### config.mk
export PLATFORM = sky130hd
export DESIGN_NAME = imem_boot_loader_flat
export DESIGN_NICKNAME = d
export VERILOG_FILES = /design/src/rtl/imem_boot_loader_if.sv /design/src/rtl/imem_boot_loader.sv /design/src/flat_wrapper.sv
export SDC_FILE = /design/constraint.sdc
export NUM_CORES = 1
export LEC_CHECK = 0
export CAP_MARGIN = 10
export CORE_MARGIN = 4
export CORE_UTILIZATION = 30
export CTS_CLUSTER_DIAMETER = 100
export DETAILED_ROUTE_END_ITERATION = 8
export PLACE_DENSITY = 0.59
export SETUP_SLACK_MARGIN = 0.15
export SLEW_MARGIN = 20
export SYNTH_ARGS = -nofsm -noshare
export SYNTH_HDL_FRONTEND = slang
export SYNTH_SLANG_ARGS = --single-unit
### constraint.sdc
create_clock -name clk -period 3.2 [get_ports clk]
set_clock_uncertainty 0.2 [all_clocks]
set_input_delay 0.32 -clock clk [delete_from_list [all_inputs] [get_ports clk]]
set_output_delay 0.32 -clock clk [all_outputs]
set_load 0.03 [all_outputs]
### src/rtl/imem_boot_loader_if.sv
// Loader byte stream, instruction-memory write port and CPU release signals.
// The loader itself is the slave side; the byte source / memory / CPU side is the master.
interface imem_boot_loader_if #(
  parameter int ADDR_W = 8
);
  logic              in_valid;
  logic [7:0]        in_data;
  logic              in_ready;
  logic              imem_we;
  logic [ADDR_W-1:0] imem_addr;
  logic [31:0]       imem_wdata;
  logic              cpu_rst;
  logic              load_done;
  logic              load_err;
  logic [ADDR_W:0]   words_loaded;

  modport slave (
    input  in_valid, in_data,
    output in_ready, imem_we, imem_addr, imem_wdata,
           cpu_rst, load_done, load_err, words_loaded
  );

  modport master (
    output in_valid, in_data,
    input  in_ready, imem_we, imem_addr, imem_wdata,
           cpu_rst, load_done, load_err, words_loaded
  );
endinterface

### src/rtl/imem_boot_loader.sv
// Boot loader: zero-fills instruction memory, then takes a 16-bit word count
// and big-endian 32-bit words from a byte stream, writes them from address 0
// upward and finally releases the CPU from reset.
module imem_boot_loader #(
  parameter int DEPTH  = 256,
  parameter int ADDR_W = 8
) (
  input  logic                clk,
  input  logic                rst,
  imem_boot_loader_if.slave   bus
);

  // Counter wide enough to hold DEPTH itself (clear index, word count).
  localparam int CNT_W = ADDR_W + 1;

  typedef enum logic [2:0] {
    S_CLEAR,
    S_HDR_HI,
    S_HDR_LO,
    S_DATA,
    S_DONE,
    S_ERR
  } state_t;

  state_t              r_state;
  logic [CNT_W-1:0]    r_clr_cnt;
  logic [15:0]         r_n;
  logic [1:0]          r_byte_cnt;
  logic [23:0]         r_shift;
  logic                r_we;
  logic [ADDR_W-1:0]   r_addr;
  logic [31:0]         r_wdata;
  logic                r_cpu_rst;
  logic                r_done;
  logic                r_err;
  logic [CNT_W-1:0]    r_words;

  state_t              w_state_next;
  logic [CNT_W-1:0]    w_clr_cnt_next;
  logic [15:0]         w_n_next;
  logic [1:0]          w_byte_cnt_next;
  logic [23:0]         w_shift_next;
  logic                w_we_next;
  logic [ADDR_W-1:0]   w_addr_next;
  logic [31:0]         w_wdata_next;
  logic                w_cpu_rst_next;
  logic                w_done_next;
  logic                w_err_next;
  logic [CNT_W-1:0]    w_words_next;
  logic [15:0]         w_hdr_n;

  logic                w_in_ready;
  logic                w_accept;
  logic                w_last_word;

  // Byte acceptance is only possible while reading the header or the image.
  assign w_in_ready  = (r_state == S_HDR_HI) || (r_state == S_HDR_LO) || (r_state == S_DATA);
  assign w_accept    = bus.in_valid && w_in_ready;
  // True when the word being completed is the last one of the image.
  assign w_last_word = ((17'(r_words) + 17'd1) == {1'b0, r_n});

  // State and output registers; reset re-holds the CPU and restarts at CLEAR.
  always_ff @(posedge clk or negedge rst) begin
    if (!rst) begin
      r_state    <= S_CLEAR;
      r_clr_cnt  <= '0;
      r_n        <= '0;
      r_byte_cnt <= '0;
      r_shift    <= '0;
      r_we       <= 1'b0;
      r_addr     <= '0;
      r_wdata    <= '0;
      r_cpu_rst  <= 1'b0;
      r_done     <= 1'b0;
      r_err      <= 1'b0;
      r_words    <= '0;
    end else begin
      r_state    <= w_state_next;
      r_clr_cnt  <= w_clr_cnt_next;
      r_n        <= w_n_next;
      r_byte_cnt <= w_byte_cnt_next;
      r_shift    <= w_shift_next;
      r_we       <= w_we_next;
      r_addr     <= w_addr_next;
      r_wdata    <= w_wdata_next;
      r_cpu_rst  <= w_cpu_rst_next;
      r_done     <= w_done_next;
      r_err      <= w_err_next;
      r_words    <= w_words_next;
    end
  end

  // Next-state and next-output decode; the write strobe is a single-cycle pulse.
  always_comb begin
    w_state_next    = r_state;
    w_clr_cnt_next  = r_clr_cnt;
    w_n_next        = r_n;
    w_byte_cnt_next = r_byte_cnt;
    w_shift_next    = r_shift;
    w_we_next       = 1'b0;
    w_addr_next     = r_addr;
    w_wdata_next    = r_wdata;
    w_cpu_rst_next  = r_cpu_rst;
    w_done_next     = r_done;
    w_err_next      = r_err;
    w_words_next    = r_words;
    w_hdr_n         = {r_n[15:8], bus.in_data};

    case (r_state)
      S_CLEAR: begin
        // One zero write per cycle; the edge after the last write leaves CLEAR.
        if (r_clr_cnt < CNT_W'(DEPTH)) begin
          w_we_next      = 1'b1;
          w_addr_next    = r_clr_cnt[ADDR_W-1:0];
          w_wdata_next   = '0;
          w_clr_cnt_next = r_clr_cnt + 1'b1;
        end else begin
          w_state_next   = S_HDR_HI;
        end
      end

      S_HDR_HI: begin
        if (w_accept) begin
          w_n_next[15:8] = bus.in_data;
          w_state_next   = S_HDR_LO;
        end
      end

      S_HDR_LO: begin
        if (w_accept) begin
          w_n_next        = w_hdr_n;
          w_byte_cnt_next = '0;
          if (w_hdr_n == 16'd0) begin
            w_state_next = S_DONE;
          end else if (17'(w_hdr_n) > 17'(DEPTH)) begin
            w_state_next = S_ERR;
          end else begin
            w_state_next = S_DATA;
          end
        end
      end

      S_DATA: begin
        // Bytes shift in MSB first; the 4th byte completes and writes the word.
        if (w_accept) begin
          w_byte_cnt_next = r_byte_cnt + 2'd1;
          w_shift_next    = {r_shift[15:0], bus.in_data};
          if (r_byte_cnt == 2'd3) begin
            w_we_next    = 1'b1;
            w_addr_next  = r_words[ADDR_W-1:0];
            w_wdata_next = {r_shift, bus.in_data};
            w_words_next = r_words + 1'b1;
            if (w_last_word) begin
              w_state_next = S_DONE;
            end
          end
        end
      end

      S_DONE: begin
        w_done_next    = 1'b1;
        w_cpu_rst_next = 1'b1;
      end

      S_ERR: begin
        w_err_next = 1'b1;
      end

      default: begin
        w_state_next = S_CLEAR;
      end
    endcase
  end

  assign bus.in_ready     = w_in_ready;
  assign bus.imem_we      = r_we;
  assign bus.imem_addr    = r_addr;
  assign bus.imem_wdata   = r_wdata;
  assign bus.cpu_rst      = r_cpu_rst;
  assign bus.load_done    = r_done;
  assign bus.load_err     = r_err;
  assign bus.words_loaded = r_words;

endmodule

### src/flat_wrapper.sv
// flat-port wrapper written by rule: the top's interface ports become plain ports
module imem_boot_loader_flat 
#(
  parameter int DEPTH  = 256,
  parameter int ADDR_W = 8
)
  (clk, rst, bus_in_valid, bus_in_data, bus_in_ready, bus_imem_we, bus_imem_addr, bus_imem_wdata, bus_cpu_rst, bus_load_done, bus_load_err, bus_words_loaded);
  imem_boot_loader_if #(.ADDR_W(ADDR_W)) bus_i ();
  input  logic clk;
  input  logic rst;
  input wire logic [$bits(bus_i.in_valid)-1:0] bus_in_valid;
  input wire logic [$bits(bus_i.in_data)-1:0] bus_in_data;
  output wire logic [$bits(bus_i.in_ready)-1:0] bus_in_ready;
  output wire logic [$bits(bus_i.imem_we)-1:0] bus_imem_we;
  output wire logic [$bits(bus_i.imem_addr)-1:0] bus_imem_addr;
  output wire logic [$bits(bus_i.imem_wdata)-1:0] bus_imem_wdata;
  output wire logic [$bits(bus_i.cpu_rst)-1:0] bus_cpu_rst;
  output wire logic [$bits(bus_i.load_done)-1:0] bus_load_done;
  output wire logic [$bits(bus_i.load_err)-1:0] bus_load_err;
  output wire logic [$bits(bus_i.words_loaded)-1:0] bus_words_loaded;
  assign bus_i.in_valid = bus_in_valid;
  assign bus_i.in_data = bus_in_data;
  assign bus_in_ready = bus_i.in_ready;
  assign bus_imem_we = bus_i.imem_we;
  assign bus_imem_addr = bus_i.imem_addr;
  assign bus_imem_wdata = bus_i.imem_wdata;
  assign bus_cpu_rst = bus_i.cpu_rst;
  assign bus_load_done = bus_i.load_done;
  assign bus_load_err = bus_i.load_err;
  assign bus_words_loaded = bus_i.words_loaded;
  imem_boot_loader #(.DEPTH(DEPTH), .ADDR_W(ADDR_W)) u_core (.clk(clk), .rst(rst), .bus(bus_i));
endmodule
==> results of run 1 <==
## repair_timing
action	CTS	global route
endpoints found under the hold margin	57	0
setup buffers	0	0
hold buffers	1	0
setup endpoints to repair	0	0
## routing by layer
metal  track usage (%)  up-vias  share of wire [%]
met2             18.47       71                 45
met4             3.349        0                1.5
li1                  -     1535                  -
met3             3.321       12                3.4
met1             17.70     1580                 50
met5                 0        -                  0
## placed cells by master, fill, tap and decap left out, drive strengths merged, types with 2 or more instances in the layout
cell type and instances:
a21o 3, a21oi 2, and3 6, buf 5, clkbuf 12, clkdlybuf4s50 63
dfrtp 106, ha 3, inv 8, mux2 42, mux2i 9, nand2 93
nand3 5, nand4 8, nor2 12, nor3 6, nor4 6, o21ai 44
xnor2 22, xor2 9
## worst max-delay path, delay by kind of cell, from the launching register on
family,cells,cell delay [ps]
buf+inv,1,680
flops,1,680
simple gates,2,260
## flip-flops by register name, indices dropped and copies added (netlist names)
register	count
u_core.bus.imem_addr	8
u_core.bus.cpu_rst	1
u_core.r_clr_cnt	9
u_core.bus.load_err	1
u_core.r_byte_cnt	2
u_core.bus.imem_we	1
u_core.bus.words_loaded	9
u_core.r_state	3
u_core.r_shift	24
u_core.r_n	16
u_core.bus.imem_wdata	32
## power by group
part	leakage, uW	total (uW)	internal, uW	switching (uW)
clock	0.000148	1130	637	495
combinational	0.000948	2050	958	1100
sequential	0.00135	2280	1850	424
## layout make-up
cell class / count / area (sq um) / area share (%)
Sequential cell: 106 / 2653 / 45.93
Multi-Input combinational cell: 281 / 1859 / 32.19
Timing Repair Buffer: 69 / 703.2 / 12.18
Clock buffer: 12 / 246.5 / 4.268
Tap cell: 188 / 235.2 / 4.073
Clock inverter: 4 / 56.30 / 0.9749
Inverter: 6 / 22.52 / 0.3899
## cells by family after synthesis
kind of cell	share of synthesized area, %
DFF	57.27
xor gates and xnor gates	5.862
and+or+nand+nor	14.42
AOI/OAI and AO/OA	6.888
buffers and inverters	2.593
muxes	12.16
adders and majority gates	0.8105
## worst paths after layout
check	start	end	depth (start not counted)
setup reg to reg	u_core.bus.words_loaded[0]	u_core.r_state[0]	7
min in group asynchronous	rst	u_core.bus.imem_wdata[11]	2
max in group asynchronous	rst	u_core.bus.words_loaded[1]	3
hold / removal	u_core.bus.load_err	u_core.bus.load_err	1
hold reg to reg	u_core.bus.load_err	u_core.bus.load_err	1
setup / recovery	u_core.r_state[0]	bus_in_ready	3
## through the flow
step,hold WS (ps),instances,cell area (sq um),power [uW]
after floorplan,-175.6,414,4632,3585
after global placement,238.9,649,5463,4320
after detailed placement,245.7,649,5463,4375
after CTS,271.0,666,5776,5525
after global routing,296.3,666,5776,5800
final,263.9,666,5776,5462
==> qor.csv, run 1 <==
metric,value,unit
outcome,finished clean,
cts-resized-gates,0,
area_delta_synth_final,24.69,%
setup_tns,0,ps
cp_cell_sequence,nor2_1 -> nor2_1 -> clkdlybuf4s50_1,
io_buffers,64,
numClockSinks,106,
synth.ff_latch_count,106,
min_period,2477,ps
pin_count,65,
die_area,17490,sq um
overflow,0,
detailedPlace.worstSlack,912.8,ps
synth_cell_types,41,
routed_wl,10.46,mm
drv_slew,0,
synth_top_area_share,57.27,%
gr-usage-all-layers,12.34,%
yosysWarnings,0,
ys_seq_area_share,57.27,%
start_util,30.58,%
synth.area.top_cells,"dfrtp_1 57%, mux2_2 10%, nand2_1 7.5%",
drt_iter0_drc,266,
ys_top_cells_by_count,"106 x dfrtp_1, 93 x nand2_1, 43 x o21ai_0",
synth_edf_count,0,
fill_cells,1480,
finalCritPeriodShare,77.41,%
grt_pass1_vias,3140,
grt_pass1_wl,17.33,mm
worst_slack,722.8,ps
maxCapViolCount,0,
syn_area,4632,sq um
rsz0062_at_grt,false,
regToRegSetupSlack,860,ps
setup_violations,0,
synth_nets,428,
syn_inst,414,
numCtsBuffers,9,
h-tree-depth,3,
clock_latency,340,ps
antenna_cells,0,
drt.antenna.violating_nets,0,
finalHoldViolCount,0,
wl_per_cell,15.70,um
vias,3198,
path_clk_slew,70,ps
die_w,132.3,um
powerDensity,945.8,nW/um^2
drc_errors,0,
leakage,0.002446,uW
required,2680,ps
slowest_delay,680,ps
slew_headroom,44.46,%
place_hpwl,7.324,mm
synth_area_per_cell,11.19,sq um
worstPathMaxFanout,13,
synth.most_common_cell,dfrtp_1,
die_h,132.3,um
grt_antenna_before_repair,0,
cpMaxStageDelayCell,dfrtp_1,
hold_path.class,flip-flop to flip-flop,
fin_nets,487,
cts_tree,done,
worst_setup_path_end_kind,primary output,
fin_util,38.13,%
ys_dominant_reg_cell,dfrtp_1,
yosys.area.top_type,dfrtp_1,
path_class,flip-flop to primary output,
place_congestion,0.7641,
num_rows,45,
first_pass_iters,4,
peakVddDrop,0.0002960,V
grt_max_degree,73,
via_per_inst,4.802,
synth-async-reset-ratio,100.0,%
cts_buffer_depth,2,
startpoint_type,flip-flop,
cp_common_cell,nor2_1,
worst_pin_slew,830.0,ps
worstPathArrival,1960,ps
drive_above_1_share,14.85,%
core,15150,sq um
max_freq,403.7,MHz
root_buffer,clkbuf_16,
Power figures use the tool's default switching activity.
==> run 2, diff against run 1 <==
--- a/config.mk
+++ b/config.mk
@@ -10,7 +10,7 @@
 export CORE_UTILIZATION = 30
 export CTS_CLUSTER_DIAMETER = 100
 export DETAILED_ROUTE_END_ITERATION = 8
-export PLACE_DENSITY = 0.59
+export PLACE_DENSITY = 0.61
 export SETUP_SLACK_MARGIN = 0.15
 export SLEW_MARGIN = 20
 export SYNTH_ARGS = -nofsm -noshare
==> constraint.sdc (replaced) <==
create_clock -name clk -period 2.17 [get_ports clk]
set_clock_uncertainty 0.2 [all_clocks]
set_input_delay 0.217 -clock clk [delete_from_list [all_inputs] [get_ports clk]]
set_output_delay 0.217 -clock clk [all_outputs]
set_load 0.03 [all_outputs]
==> run 2 against run 1 <==
Net effect:
- register-to-register slack worse by 660 ps
- final cell count is 3.8% higher
- routed wire length is 2.8% higher
- largest cell class unchanged
- largest power group unchanged
- cell area is 3.9% higher
- global-route usage is 0.38 points higher
- critical endpoint is now bus_words_loaded[8]
==> qor.csv, run 2 (synthesis gave the netlist of run 1 again) <==
metric,value,unit
die_h,132.3,um
power.internal,5070,uW
stdcell_area,6001,sq um
seqPwrFrac,41.6,%
worst_setup_path_end_kind,primary output,
sw_frac_of_total,37.17,%
clock_latency,340,ps
rsz0062_at_grt,false,
worstPathArrival,1560,ps
regToRegSetupSlack,200,ps
detailedPlace.worstSlack,38.07,ps
path_clk_slew,70,ps
die_area,17490,sq um
dpl-instance-area,5634,sq um
finalHoldViolCount,0,
numCtsBuffers,9,
cpMaxStageDelayCell,clkdlybuf4s50_1,
setup_violations,0,
largest_reg_flops,32,
final_common_cell,dfrtp_1,
outcome,finished clean,
maxCapViolCount,0,
instances_no_fill,691,
vias,3275,
leakage,0.002610,uW
fill_cells,1449,
drt_iter0_drc,262,
worst_pin_slew,548.6,ps
drv_slew,0,
required,1750,ps
routed_wl,10.75,mm
drc_errors,0,
max_freq,505.5,MHz
worstPathMaxFanout,4,
start_util,30.58,%
wl_per_cell,15.55,um
powerDensity,1345,nW/um^2
io_buffers,64,
numClockSinks,106,
antenna_cells,0,
grt_antenna_before_repair,0,
cts_buffer_depth,2,
drive_above_1_share,22.47,%
hold_path.class,primary input to async pin,
slew_headroom,63.43,%
path_class,flip-flop to primary output,
place_hpwl,7.776,mm
layout_common_cells,"100 x dfrtp_1, 90 x nand2_1, 54 x clkdlybuf4s50_1",
first_pass_iters,4,
min_period,1978,ps
core,15150,sq um
overflow,0,
grt_pass1_vias,3363,
startpoint_type,flip-flop,
grt_max_degree,61,
comb_power_share,39.7,%
drt.antenna.violating_nets,0,
multiInputGateArea,1918,sq um
via_per_inst,4.740,
pin_count,65,
finalCritPeriodShare,91.16,%
critical_path_buf_inv_count,1,
cp_cell_sequence,clkdlybuf4s50_1,
grt_pass1_wl,18.07,mm
crit_cells,1,
pwr-share-clk,18.7,%
num_rows,45,
fin_nets,512,
worst_slack,191.9,ps
area_delta_synth_final,29.55,%
r2r_cells,6,
peakVddDrop,0.0005006,V
gr-usage-all-layers,12.72,%
place_congestion,0.7850,
root_buffer,clkbuf_16,
slowest_delay,730,ps
setup_tns,0,ps
place_inst,671,
die_w,132.3,um
cp_top_family,buffers and inverters,
ff_latch_area,2660,sq um
power.switching,3000,uW
cts_tree,done,
h-tree-depth,3,
[run 2: cell count changes in the layout (fill, tap and decap cells not counted), moves of 6 or more]
cell,before,now
dfrtp_1,106,100
dfrtp_2,0,6
clkdlybuf4s50_1,63,54
dlygate4sd2_1,0,6
buf_4,3,28
[run 2: layer usage]
metal / GRT usage (%) / up-vias / share of wire [%]
li1: - / 1579 / -
met1: 17.51 / 1623 / 48
met2: 19.90 / 59 / 46
met3: 2.786 / 14 / 3.8
met4: 4.503 / 0 / 1.6
met5: 0 / - / 0
[run 2: per-stage QoR]
stage	util [%]	total power, uW	hold slack [ps]
after detailed placement	37.20	6536	38.82
after floorplan	-	5293	-278.6
after global placement	37.20	6442	28.98
after global routing	39.62	8584	261.7
after CTS	39.22	8104	224.8
final	39.62	8070	217.8
[run 2: area by class of cell]
type | count | share of cell area (%)
Multi-Input combinational cell | 281 | 31.96
Clock buffer | 12 | 4.108
Tap cell | 188 | 3.920
Timing Repair Buffer | 94 | 14.85
Sequential cell | 106 | 44.33
Clock inverter | 4 | 0.4587
Inverter | 6 | 0.3753
[run 2: what timing repair did]
| item | 4_1_cts | 5_1_grt |
|---|---|---|
| gates resized for setup | 9 | 15 |
| endpoints found under the setup margin | 15 | 32 |
| pin swaps | 3 | 4 |
| gates cloned | 0 | 0 |
| buffers inserted | 1 | 2 |
| hold buffers | 1 | 0 |
| hold endpoints to repair | 36 | 0 |
[run 2: path summary, 6_finish.rpt]
path | start | endpoint
setup / recovery | u_core.bus.words_loaded[8] | bus_words_loaded[8]
hold / removal | rst | u_core.bus.imem_wdata[13]
setup reg to reg | u_core.bus.words_loaded[4] | u_core.r_state[2]
hold reg to reg | u_core.bus.load_err | u_core.bus.load_err
max in group asynchronous | rst | u_core.r_state[2]
min in group clk | u_core.bus.load_err | u_core.bus.load_err
[run 2: power by group through the flow]
stage / Clock, uW / Sequential [uW] / Combinational, uW
2_1_floorplan: 0 / 3800 / 1490
3_3_place_gp: 0 / 3340 / 3100
3_5_place_dp: 0 / 3390 / 3150
4_1_cts: 1550 / 3360 / 3200
5_1_grt: 1620 / 3480 / 3490
6_report: 1510 / 3360 / 3200
==> variant 1, RTL diff (config.mk and constraints of run 2) <==
Re-encode `state_t` (6 states) as one-hot, 6 bits wide.
--- a/src/rtl/imem_boot_loader.sv
+++ b/src/rtl/imem_boot_loader.sv
@@ -14,11 +14,11 @@
   localparam int CNT_W = ADDR_W + 1;
 
-  typedef enum logic [2:0] {
-    S_CLEAR,
-    S_HDR_HI,
-    S_HDR_LO,
-    S_DATA,
-    S_DONE,
-    S_ERR
+  typedef enum logic [5:0] {
+    S_CLEAR  = 6'b000001,
+    S_HDR_HI = 6'b000010,
+    S_HDR_LO = 6'b000100,
+    S_DATA   = 6'b001000,
+    S_DONE   = 6'b010000,
+    S_ERR    = 6'b100000
   } state_t;
 
Behaviour: same outputs for any inputs over 10 cycles, from zero or initial values and one cycle with rst low; not proved beyond that.
==> variant 1 against run 2 <==
  * The flow now finishes with violations (negative setup slack)
  * Area after synthesis is 2.4% higher
  * Setup slack worse by 0.20 ns
  * Sequential cell count is 3 higher
  * Design area is 16% higher
  * Count of clock-buffer cells in the layout is 1 lower
  * Routed wire length is 18% higher
  * First-iteration DRC count is 34% lower
  * Largest cell class unchanged
  * Highest routed layer unchanged
Power is not compared: it rests on default switching activity, and its combinational part moved more than twofold at a synthesized area within 25%.
==> variant 1: results (changes against run 2) <==
[clock_tree]
insertion_delay_ns=0.36  ; +0.02 ns
ctsResizeCount=32  ; +23
post_cts_buffers=12  ; +11

[setup_path]
worst_path_max_delay_cell=or4b_1
setup.worst_path.end=u_core.r_state[3]
crit_path_max_incr_delay_ns=0.51  ; -0.22 ns
critPathLaunch=u_core.r_state[2]
r2r_start=u_core.r_state[2]
worstPathArrival_ns=2.26  ; +0.70 ns
cp_max_fo=7  ; +3
crit_family=simple AND/OR/NAND/NOR gates

[routing]
viasPerCell=4.71  ; -0.55%
wl_per_cell_um=16.7  ; +7.3%
drt_iter0_markers=174  ; -34%
vias=3568  ; +8.9%

[power]
power.total_mw=3.76
intPower_mw=2.91
peakVddDrop_mv=0.401

[sta]
tns_ns=-0.0293  ; -0.0293 ns
final-setup-viol-count=3  ; +3
worst_slack_ns=-0.0117  ; -0.204 ns
worst_slew_pin_slew_ns=0.387  ; -0.162 ns

[status]
failed_checks=negative setup slack
run_status=complete, but fails checks

[global_routing]
grtUsageTotal=0.138  ; +0.0110
grt_max_degree=54  ; -11%
grt_pass1_wl_um=19600  ; +8.3%
grt_pass1_vias=3726  ; +11%

[placed_design]
postPlaceCellArea_um2=5860  ; +4.0%
hpwl_um=7940  ; +2.1%
routabilityCongestion=0.777  ; -1.1%
dp.cells=716  ; +6.7%
place_ws_ns=-0.123  ; -0.161 ns

[logic_synthesis]
netlist_top_cells_count=108 x dfrtp_1, 96 x nand2_1, 40 x mux2_2, 39 x nand3_1, 23 x xnor2_1
ys_top_cells_by_area=dfrtp_1 57%, mux2_2 9.5%, nand2_1 7.6%
synth_nets=441  ; +3.0%
postSynthCellCount=427  ; +3.1%
synthDistinctLibCells=44  ; +7.3%
ys_seq_area_frac=0.575  ; +0.00265

[cells_and_area]
nets=555  ; +8.4%
drive_gt1_frac=0.385  ; +0.160
fill_cells=1403  ; -3.2%

variant 1: changes by cell type after synthesis, sizes merged, moves of 3 or more:
cell   change
nor3       -3
o21ai     -30
nand2      +4
nand3     +35
and3       -6
nand4      -3
variant 1: metal layers:
metal	track usage	up-vias	routed length [µm]
met5	0	-	0
met4	0.0326	0	138
met3	0.0415	11	538
met2	0.232	74	6270
met1	0.176	1802	5690
li1	-	1681	-
variant 1: cell type report:
class | count | area [µm²] | area share
Sequential cell | 109 | 2740 | 0.395
Multi-Input combinational cell | 295 | 2410 | 0.347
Timing Repair Buffer | 121 | 1220 | 0.176
Tap cell | 211 | 264 | 0.0381
Clock buffer | 11 | 243 | 0.0350
Clock inverter | 5 | 41.3 | 0.00595
Inverter | 5 | 18.8 | 0.00271
variant 1: cells by family after synthesis:
kind of cell	Yosys count	synth area share
mux	48	0.112
simple gates	184	0.185
xor+xnor	34	0.0628
buf+inv	25	0.0261
flops	109	0.575
fa+ha+maj	3	0.00791
compound gates	24	0.0311
==> variant 2, RTL diff (config.mk and constraints of run 2) <==
Without the edit above. `ADDR_W` is set to 8 in 3 places; all go to 9.
--- a/src/rtl/imem_boot_loader_if.sv
+++ b/src/rtl/imem_boot_loader_if.sv
@@ -2,5 +2,5 @@
 // The loader itself is the slave side; the byte source / memory / CPU side is the master.
 interface imem_boot_loader_if #(
-  parameter int ADDR_W = 8
+  parameter int ADDR_W = 9
 );
   logic              in_valid;
--- a/src/rtl/imem_boot_loader.sv
+++ b/src/rtl/imem_boot_loader.sv
@@ -4,5 +4,5 @@
 module imem_boot_loader #(
   parameter int DEPTH  = 256,
-  parameter int ADDR_W = 8
+  parameter int ADDR_W = 9
 ) (
   input  logic                clk,
--- a/src/flat_wrapper.sv
+++ b/src/flat_wrapper.sv
@@ -3,5 +3,5 @@
 #(
   parameter int DEPTH  = 256,
-  parameter int ADDR_W = 8
+  parameter int ADDR_W = 9
 )
   (clk, rst, bus_in_valid, bus_in_data, bus_in_ready, bus_imem_we, bus_imem_addr, bus_imem_wdata, bus_cpu_rst, bus_load_done, bus_load_err, bus_words_loaded);
Interface: changed (resized bus_imem_addr and bus_words_loaded); port bits go from 65 to 67. No check against the original RTL was run, so the function may have changed too.
==> variant 2 against run 2 <==
  * Area after synthesis up 4.9%
  * Synthesized cell count rose by 9.2%
  * Hold slack worse by 0.068 ns
  * Routed wire length is 15% higher
  * Setup slack got worse by 0.15 ns
  * Core utilization rose by 2.0 points
  * Design area up 10%
  * Sequential cell count grew 3
  * Critical endpoint is now u_core.r_state[1]
  * Largest cell class unchanged
Power is not compared: it rests on default switching activity, and its combinational part moved more than twofold at a synthesized area within 25%.
==> variant 2: results (changes against run 2) <==
[placed_design]
portBuffers=66  ; +3.1%
hpwl_um=8730  ; +12%
place_ws_ns=-0.116  ; -0.155 ns

[global_routing]
grt_pass1_wl_um=20800  ; +15%
grt_max_degree=47  ; -23%
grtUsageTotal=0.144  ; +0.0164
met3_usage=0.0390  ; +0.0111
grt_util_met1=0.180  ; +0.00534
grt_use_met2=0.242  ; +0.0433
grt_pass1_vias=4025  ; +20%

[logic_synthesis]
synthDistinctLibCells=51  ; +24%
synth-xor-area-share=0.0554  ; -0.00325
ys_top_cells_by_area=dfrtp_1 56%, mux2_2 9.0%, nand2_1 7.1%
ys_seq_area_frac=0.561  ; -0.0112
synth_nets=466  ; +8.9%
synthMuxAreaShare=0.107  ; -0.0147
synth_compound_area_frac=0.0469  ; -0.0220
synth_fa_ha_area_frac=0.00773  ; -0.000378

[routing]
drt_iter0_markers=210  ; -20%
wl_met3_um=505  ; +23%
dr_wl_met2_um=6060  ; +22%
wirelength_met1_um=5600  ; +7.9%
vias=3707  ; +13%
wirelength_um=12300  ; +15%

[setup_path]
crit_family=simple AND/OR/NAND/NOR gates
worstPathArrival_ns=2.16  ; +0.60 ns
worst_path_max_delay_cell=or4_1
crit_path_max_incr_delay_ns=0.41  ; -0.32 ns

[status]
run_status=finished clean

[cells_and_area]
drive_gt1_frac=0.270  ; +0.0455
nets=580  ; +13%

[clock_tree]
insertion_delay_ns=0.36  ; +0.02 ns

## variant 2: power by group through the flow
stage	clock (mW)	combinational (mW)	sequential, mW
global route	1.70	0.112	2.03
finish	1.56	0.0987	2.03
floorplan	0	0.00392	2.07
detailed placement	0	0.102	2.07
CTS	1.62	0.103	2.03
global placement	0	0.0995	2.07
## variant 2: through the flow
| stage | power (mW) | hold WS, ns | utilization | instance area, µm² | std cells |
|---|---|---|---|---|---|
| floorplan | 2.07 | -0.279 | - | 4920 | 452 |
| global placement | 2.17 | -0.00607 | 0.386 | 6130 | 756 |
| detailed placement | 2.17 | -0.00369 | 0.386 | 6130 | 756 |
| CTS | 3.75 | 0.156 | 0.414 | 6570 | 786 |
| global route | 3.84 | 0.185 | 0.416 | 6620 | 786 |
| finish | 3.69 | 0.150 | 0.416 | 6620 | 786 |
## variant 2: timing repair
action	CTS	global route
resized for setup	15	13
endpoints found under the hold margin	63	0
setup buffers	14	0
endpoints found under the setup margin	37	21
hold buffers	1	0
pin swaps	12	8
## variant 2: final timing paths
kind | slack [ns] | endpoint | startpoint | cells after the start
worst max-delay path | 0.05 | u_core.r_state[1] | u_core.r_n[9] | 6
worst min-delay path | 0.15 | u_core.r_clr_cnt[5] | rst | 2
worst max register to register | 0.05 | u_core.r_state[1] | u_core.r_n[9] | 6
worst min register to register | 0.20 | u_core.r_clr_cnt[9] | u_core.r_clr_cnt[9] | 0
max in group asynchronous | 1.03 | u_core.r_shift[15] | rst | 3
min in group clk | 0.20 | u_core.r_clr_cnt[9] | u_core.r_clr_cnt[9] | 0
## variant 2: final cells by class
class | count | area, µm²
clock buffers | 10 | 229
clock inverters | 5 | 45.0
fillers | 1555 | 9270
inverters | 4 | 15.0
multi-input cells | 313 | 2120
flip-flops and latches | 109 | 2740
well taps | 216 | 270
repair buffers | 129 | 1190
